[config.mk]
export PLATFORM = sky130hd
export DESIGN_NAME = ifetch_unit_flat
export DESIGN_NICKNAME = d
export VERILOG_FILES = /design/src/rtl/rv32_pkg.sv /design/src/rtl/ifetch_unit_if.sv /design/src/rtl/ifetch_unit.sv /design/src/flat_wrapper.sv
export SDC_FILE = /design/constraint.sdc
export NUM_CORES = 1
export LEC_CHECK = 0
export CAP_MARGIN = 15
export CORE_AREA = 2 2 129 131
export DETAILED_ROUTE_END_ITERATION = 12
export DIE_AREA = 0 0 131 133
export GPL_TIMING_DRIVEN = 0
export PLACE_DENSITY_LB_ADDON = 0.3
export SLEW_MARGIN = 40
export SYNTH_ARGS = -nofsm -noshare
export SYNTH_HDL_FRONTEND = slang
export SYNTH_SLANG_ARGS = --single-unit
[constraint.sdc]
create_clock -name clk -period 2.1 [get_ports clk]
set_input_delay 0.21 -clock clk [delete_from_list [all_inputs] [get_ports clk]]
set_output_delay 0.21 -clock clk [all_outputs]
set_load 0.02 [all_outputs]
[src/rtl/rv32_pkg.sv]
// Shared RV32I definitions used by the fetch stage and its bus interface.
package rv32_pkg;

  localparam int XLEN = 32;

  // addi x0,x0,0 -- the bubble loaded into IF/ID when no instruction is ready
  localparam logic [XLEN-1:0] NOP_INSTR = 32'h0000_0013;

  // Fetch FSM: REQ = request pending, WAIT = granted and awaiting data,
  // FULL = output buffer holds an instruction.
  typedef enum logic [1:0] {
    REQ  = 2'd0,
    WAIT = 2'd1,
    FULL = 2'd2
  } fetch_state_e;

endpackage

[src/rtl/ifetch_unit_if.sv]
// Instruction-memory req/gnt/rvalid bus between the fetch stage and imem.
interface ifetch_unit_if;
  import rv32_pkg::*;

  logic            imem_req;
  logic [XLEN-1:0] imem_addr;
  logic            imem_gnt;
  logic            imem_rvalid;
  logic [XLEN-1:0] imem_rdata;

  // Fetch stage side
  modport master (
    output imem_req,
    output imem_addr,
    input  imem_gnt,
    input  imem_rvalid,
    input  imem_rdata
  );

  // Instruction memory side
  modport slave (
    input  imem_req,
    input  imem_addr,
    output imem_gnt,
    output imem_rvalid,
    output imem_rdata
  );

endinterface

[src/rtl/ifetch_unit.sv]
// RV32I instruction-fetch stage: issues sequential word fetches over the
// req/gnt/rvalid bus, keeps the returned word in a one-entry buffer that is
// presented to the IF/ID register, and handles IF/ID stalls and redirects.
module ifetch_unit
  import rv32_pkg::*;
#(
  parameter logic [XLEN-1:0] RESET_PC = 32'h0000_0000
) (
  input  logic             clk,
  input  logic             reset_n,
  ifetch_unit_if.master    imem,
  input  logic             IF_IDWrite,
  input  logic             redirect,
  input  logic [XLEN-1:0]  redirect_pc,
  output logic             IF_Valid,
  output logic [XLEN-1:0]  IF_PC,
  output logic [XLEN-1:0]  IF_PCplus4,
  output logic [XLEN-1:0]  IF_Instr
);

  fetch_state_e    r_state,     w_state_nxt;
  logic [XLEN-1:0] r_pc,        w_pc_nxt;
  logic [XLEN-1:0] r_req_pc,    w_req_pc_nxt;
  logic            r_out_valid, w_out_valid_nxt;
  logic [XLEN-1:0] r_out_pc,    w_out_pc_nxt;
  logic [XLEN-1:0] r_out_instr, w_out_instr_nxt;
  logic            r_kill,      w_kill_nxt;

  logic            w_req;
  logic [XLEN-1:0] w_redirect_tgt;

  // Redirect targets are forced to a word boundary; the low bits are ignored.
  assign w_redirect_tgt = redirect_pc & ~32'h0000_0003;

  // A request goes out when nothing is in flight, or when the buffer is being
  // drained this cycle; never during a redirect cycle.
  assign w_req = ((r_state == REQ) || ((r_state == FULL) && IF_IDWrite)) && !redirect;

  assign imem.imem_req  = w_req;
  assign imem.imem_addr = r_pc;

  // State, PC and output buffer registers with asynchronous active-low reset.
  always_ff @(posedge clk or negedge reset_n) begin
    if (!reset_n) begin
      r_state     <= REQ;
      r_pc        <= RESET_PC;
      r_req_pc    <= '0;
      r_out_valid <= 1'b0;
      r_out_pc    <= '0;
      r_out_instr <= '0;
      r_kill      <= 1'b0;
    end else begin
      r_state     <= w_state_nxt;
      r_pc        <= w_pc_nxt;
      r_req_pc    <= w_req_pc_nxt;
      r_out_valid <= w_out_valid_nxt;
      r_out_pc    <= w_out_pc_nxt;
      r_out_instr <= w_out_instr_nxt;
      r_kill      <= w_kill_nxt;
    end
  end

  // Next-state logic: redirect first, then the per-state fetch protocol.
  always_comb begin
    w_state_nxt     = r_state;
    w_pc_nxt        = r_pc;
    w_req_pc_nxt    = r_req_pc;
    w_out_valid_nxt = r_out_valid;
    w_out_pc_nxt    = r_out_pc;
    w_out_instr_nxt = r_out_instr;
    w_kill_nxt      = r_kill;

    if (redirect) begin
      w_pc_nxt        = w_redirect_tgt;
      w_out_valid_nxt = 1'b0;
      unique case (r_state)
        WAIT: begin
          if (imem.imem_rvalid) begin
            // The in-flight word arrives now and is simply discarded, so no
            // stale response remains to be filtered later.
            w_kill_nxt  = 1'b0;
            w_state_nxt = REQ;
          end else begin
            // The in-flight word is for the old path; mark it for dropping.
            w_kill_nxt  = 1'b1;
            w_state_nxt = WAIT;
          end
        end
        default: w_state_nxt = REQ;
      endcase
    end else begin
      unique case (r_state)
        REQ: begin
          if (imem.imem_gnt) begin
            w_req_pc_nxt = r_pc;
            w_state_nxt  = WAIT;
          end
        end
        WAIT: begin
          if (imem.imem_rvalid) begin
            if (r_kill) begin
              w_kill_nxt  = 1'b0;
              w_state_nxt = REQ;
            end else begin
              w_out_instr_nxt = imem.imem_rdata;
              w_out_pc_nxt    = r_req_pc;
              w_out_valid_nxt = 1'b1;
              w_pc_nxt        = r_req_pc + 32'd4;
              w_state_nxt     = FULL;
            end
          end
        end
        FULL: begin
          // IF/ID takes the buffer; the next fetch may be granted in the
          // same cycle, otherwise it is retried from REQ.
          if (IF_IDWrite) begin
            w_out_valid_nxt = 1'b0;
            if (imem.imem_gnt) begin
              w_req_pc_nxt = r_pc;
              w_state_nxt  = WAIT;
            end else begin
              w_state_nxt = REQ;
            end
          end
        end
        default: w_state_nxt = REQ;
      endcase
    end
  end

  // Present the buffer, or a NOP bubble with zeroed PCs when it is empty.
  always_comb begin
    IF_Valid   = 1'b0;
    IF_PC      = '0;
    IF_PCplus4 = '0;
    IF_Instr   = NOP_INSTR;
    if (r_out_valid) begin
      IF_Valid   = 1'b1;
      IF_PC      = r_out_pc;
      IF_PCplus4 = r_out_pc + 32'd4;
      IF_Instr   = r_out_instr;
    end
  end

endmodule

[src/flat_wrapper.sv]
// flat-port wrapper written by rule: the top's interface ports become plain ports
module ifetch_unit_flat import rv32_pkg::*;
#(
  parameter logic [XLEN-1:0] RESET_PC = 32'h0000_0000
)
  (clk, reset_n, IF_IDWrite, redirect, redirect_pc, IF_Valid, IF_PC, IF_PCplus4, IF_Instr, imem_imem_req, imem_imem_addr, imem_imem_gnt, imem_imem_rvalid, imem_imem_rdata);
  ifetch_unit_if imem_i ();
  input  logic clk;
  input  logic reset_n;
  input  logic IF_IDWrite;
  input  logic redirect;
  input  logic [XLEN-1:0] redirect_pc;
  output logic IF_Valid;
  output logic [XLEN-1:0] IF_PC;
  output logic [XLEN-1:0] IF_PCplus4;
  output logic [XLEN-1:0] IF_Instr;
  output wire logic [$bits(imem_i.imem_req)-1:0] imem_imem_req;
  output wire logic [$bits(imem_i.imem_addr)-1:0] imem_imem_addr;
  input wire logic [$bits(imem_i.imem_gnt)-1:0] imem_imem_gnt;
  input wire logic [$bits(imem_i.imem_rvalid)-1:0] imem_imem_rvalid;
  input wire logic [$bits(imem_i.imem_rdata)-1:0] imem_imem_rdata;
  assign imem_imem_req = imem_i.imem_req;
  assign imem_imem_addr = imem_i.imem_addr;
  assign imem_i.imem_gnt = imem_imem_gnt;
  assign imem_i.imem_rvalid = imem_imem_rvalid;
  assign imem_i.imem_rdata = imem_imem_rdata;
  ifetch_unit #(.RESET_PC(RESET_PC)) u_core (.clk(clk), .reset_n(reset_n), .imem(imem_i), .IF_IDWrite(IF_IDWrite), .redirect(redirect), .redirect_pc(redirect_pc), .IF_Valid(IF_Valid), .IF_PC(IF_PC), .IF_PCplus4(IF_PCplus4), .IF_Instr(IF_Instr));
endmodule
# --- After elaboration in Yosys (flattened, before gate mapping) ---
# Index checks and enable logic that the tools add are counted.
# Widths: inputs -> output; s select.
op_classes:
  add_sub_neg: 2
  n_eq_ne: 8
  muxes: 30
  bitwise: 2
  reduce_logical: 15
op_table:
  columns: ["op", "n"]
  rows:
  - ["$mux 32", 9]
  - ["$add 32x3->32 const B", 2]
  - ["$pmux 32 s2", 1]
  - ["$mux 1", 13]
  - ["$ne 3x3->1 const B", 4]
  - ["$mux 2", 5]
  - ["$reduce_and 3->1", 3]
  - ["$reduce_and 4->1", 2]
  - ["$pmux 2 s3", 1]
  - ["$reduce_bool 2->1", 3]
  - ["$ne 2x2->1 const B", 2]
  - ["$reduce_bool 3->1", 1]
  - ["$eq 2x1->1 const B", 1]
  - ["$eq 2x2->1 const B", 1]
  - ["$logic_and 1x1->1", 2]
  - ["$logic_not 2->1", 1]
  - ["$not 1->1", 2]
  - ["$pmux 1 s2", 1]
  - ["$reduce_and 2->1", 1]
  - ["$logic_not 1->1", 1]
  - ["$logic_or 1x1->1", 1]
totals:
  ff_bits: 132
  input_bits: 70

# --- Depth between registers and ports, before layout ---
logic_depth:
  word_depth: 5
  ltp_mapped: 7
  depth_no_buf: 6

# --- Worst setup path before layout ---
# OpenSTA, ideal clock, no wires.
synth_path:
  kind: "reg-to-output"
  from: "register u_core.r_out_pc[2]"
  to: "output IF_PCplus4[22]"
  arrival_ns: 2.160
  required_time_ns: 1.890
  slack_ns: -0.270
  path_stages_with_launch: 7
  cell_sequence: "dfrtp_1 -> ha_1 -> inv_1 -> or4_1 -> clkbuf_1 -> or3_1 -> a21boi_0"
synth_between:
  elab_chain_len: 2
synth_lines:
  columns: ["element", "line", "text"]
  rows:
  - ["from (decl)", "ifetch_unit.sv:25", "logic [XLEN-1:0] r_out_pc, w_out_pc_nxt;"]
  - ["from (signal assigned)", "ifetch_unit.sv:57", "r_out_pc <= w_out_pc_nxt;"]
  - ["$add 32x3->32", "ifetch_unit.sv:140", "IF_PCplus4 = r_out_pc + 32'd4;"]
  - ["$mux 32", "ifetch_unit.sv:137", "if (r_out_valid) begin"]
  - ["to (decl)", "flat_wrapper.sv:15", "output logic [XLEN-1:0] IF_PCplus4;"]
# Every way passes these cells.

# --- Worst setup path in the final report ---
layout_path:
  from: "register u_core.r_out_pc[8]"
  to: "output IF_PCplus4[28]"
# Same word-level chain as after synthesis.

==> impl_metrics.ini <==
[synth]
synth_nets = 861
synth.most_common_cell = nand2_1
ys_types = 44
synth_ff_type = dfrtp_1
synth.top_cells.by_area = dfrtp_1, nand2_1, and2_1
yosys.area.top_type = dfrtp_1
avgSynthCellArea_um2 = 8.80
syn_inst = 789
synth_common_cells = nand2_1, dfrtp_1, and2_1
ys_seq_area_share_pct = 47.6
synth_top_area_share_pct = 47.6
ys_ff_latch = 132
yosysWarnings = 0
synth_area_um2 = 6940
async_reset_ff_share_pct = 100
synth_edf_count = 0

[finish]
nets = 1123
drive_gt1_share_pct = 21.6
seq_area_um2 = 3330
post-route-util_pct = 65.3
fin_cells = 1285
fillers = 1300
multiInputGateArea_um2 = 3730
stdcell_area_um2 = 10600
syn_to_final_growth_pct = 52.0

[global_routing]
grt_pass1_wl_mm = 33.5
grt_pass1_vias = 6371
grt_usage_pct = 25.0
grt_start_max_net_pins = 70
grt-ovfl-total = 0
antenna_found_initial = 0

[floorplan]
die_x_um = 131
dieArea_um2 = 17400
core_area_um2 = 16200
ios = 200
die_h_um = 133
initial_utilization_pct = 42.9
rows = 47

[sta]
slew_headroom_pct = 53.0
period_needed_ps = 2640
timing.setup.tns_ps = -7880
finalHoldViolCount = 0
setup_ws_ps = -538
finalCritPeriodShare_pct = 126
maxSlewViolCount = 0
finalSetupViolCount = 21
rsz0062_at_grt = true
fin_skew_ps = 6.32
worstMarginPinSlew_ps = 705
fmax_ghz = 0.379

[min_path]
min-delay-path-class = input port to flop

[critical_path]
end_kind = output port
required_ps = 1890
path_max_fanout = 3
rrSetupSlack_ps = 0
cp-start-kind = flop
worstPathArrival_ps = 2430
worst-setup-path-type = flop to output port

[clocking]
worstSkewPairLatency_ps = 420
clockBufferDepth = 2
ctsRootBufferMaster = clkbuf_16
path_clk_slew_ps = 60
clock_sinks = 132
cts_buffers = 17
cts_tree = done
h-tree-depth = 4

[power]
ir_drop_mv = 0.585
p_per_area_nw_per_um2 = 995
p_leak_nw = 5.05

[routing]
via_per_inst = 5.16
drc = 0
routed_wl_mm = 22.4
postRouteAntennaNets = 0
wl_per_cell_um = 17.4
dr.pass1.iters = 5
dr_total_vias = 6632
drtIter0Drc = 476

[placed_design]
place_congestion = 0.902
placedCellCount = 1207
port_buffers = 197
place_hpwl_mm = 15.1
dpl_cell_area_um2 = 9240

[outcome]
violations = negative setup slack
status = finished with violations

[job]
drv_cap = 0
report_power, final:
group,internal (mW),switching (mW)
Sequential,3.41,0.924
Combinational,1.46,1.47
Clock,2.09,1.16
flip-flops by register name (all words and copies together), names as in the netlist:
register,count
u_core.imem.imem_addr,32
u_core.r_out_instr,32
u_core.r_out_pc,32
u_core.r_req_pc,32
u_core.r_state,2
u_core.r_kill,1
u_core.r_out_valid,1
critical path, stage by stage (launching register included):
cell,delay (ps)
dfrtp_2,370
nand4_1,210
buf_4,210
or4_4,570
nor3_4,200
mux2_4,330
buf_6,130
repair_timing:
action | 4_1_cts | 5_1_grt
hold buffers | 1 | 0
gates resized for setup | 255 | 52
setup buffers | 31 | 16
gates cloned | 0 | 1
endpoints found under the hold margin | 68 | 0
pin swaps | 23 | 18
endpoints found under the setup margin | 178 | 48
cells by family (layout without fill, tap and decap cells):
logic type | Yosys count | after routing | synth area share, %
AND/OR/NAND/NOR | 448 | 449 | 31.0
flip-flops | 132 | 132 | 47.6
AO/OA/AOI/OAI | 66 | 66 | 5.95
buffers and inverters | 58 | 332 | 3.42
XOR/XNOR | 48 | 48 | 6.05
multiplexers | 35 | 35 | 5.62
adder cells (fa/ha/maj) | 2 | 2 | 0.360
other | 0 | 1 | 0
through the flow:
stage / worst slack [ps] / hold WS, ps / total power, mW
2_1_floorplan: -104 / -85.6 / 5.62
6_report: -538 / 313 / 10.5
4_1_cts: -516 / 310 / 10.3
3_3_place_gp: -4520 / 449 / 6.67
3_5_place_dp: -880 / 197 / 6.77
5_1_grt: -599 / 327 / 11.0
area by class of cell:
type,instances,share of cell area (%)
timing repair buffer,246,22.0
tap,220,2.61
multi-input combinational,600,35.4
clock inverter,11,1.64
sequential,132,31.5
inverter,8,0.284
clock buffer,21,4.46
antenna,1,0.0237
buffer,46,2.16
metal layers:
metal  routed length [um]  up-vias  part of all wire, %  track usage, %
met5                    0        -                    0               0
met4                  641        0                  2.9            9.46
met3                 1670       58                  7.4            5.42
met2                10900      274                   49            40.5
met1                 9200     3162                   41            32.9
li1                     -     3138                    -               -
cell usage in the layout, fill, tap and decap left out, drive strengths merged, types with 10 or more instances in the layout:
cell type | synthesis | final
nand2 | 241 | 241
dfrtp | 132 | 132
clkdlybuf4s50 | 0 | 107
and2 | 88 | 88
buf | 9 | 78
dlygate4sd2 | 0 | 65
clkbuf | 41 | 60
mux2 | 32 | 32
xnor2 | 31 | 31
nor2 | 28 | 28
o21ai | 21 | 21
nand3 | 20 | 20
a21oi | 19 | 19
xor2 | 17 | 17
nand4 | 13 | 13
nor4 | 11 | 11
inv | 8 | 10
nor3 | 10 | 10
worst paths after layout:
| path | cells past startpoint | endpoint | start |
|---|---|---|---|
| max in group asynchronous | 3 | u_core.r_req_pc[17]$_DFFE_PN0P_ | reset_n |
| worst max register to register | 6 | u_core.imem.imem_addr[20]$_DFFE_PN0P_ | u_core.r_req_pc[11]$_DFFE_PN0P_ |
| worst min-delay path | 3 | u_core.r_out_instr[2]$_DFFE_PN0P_ | imem_imem_rdata[2] |
| min in group asynchronous | 2 | u_core.imem.imem_addr[4]$_DFFE_PN0P_ | reset_n |
| worst min register to register | 2 | u_core.r_out_instr[14]$_DFFE_PN0P_ | u_core.r_out_instr[14]$_DFFE_PN0P_ |
| worst max-delay path | 6 | IF_PCplus4[28] | u_core.r_out_pc[8]$_DFFE_PN0P_ |
(Power assumes the default switching activity.)
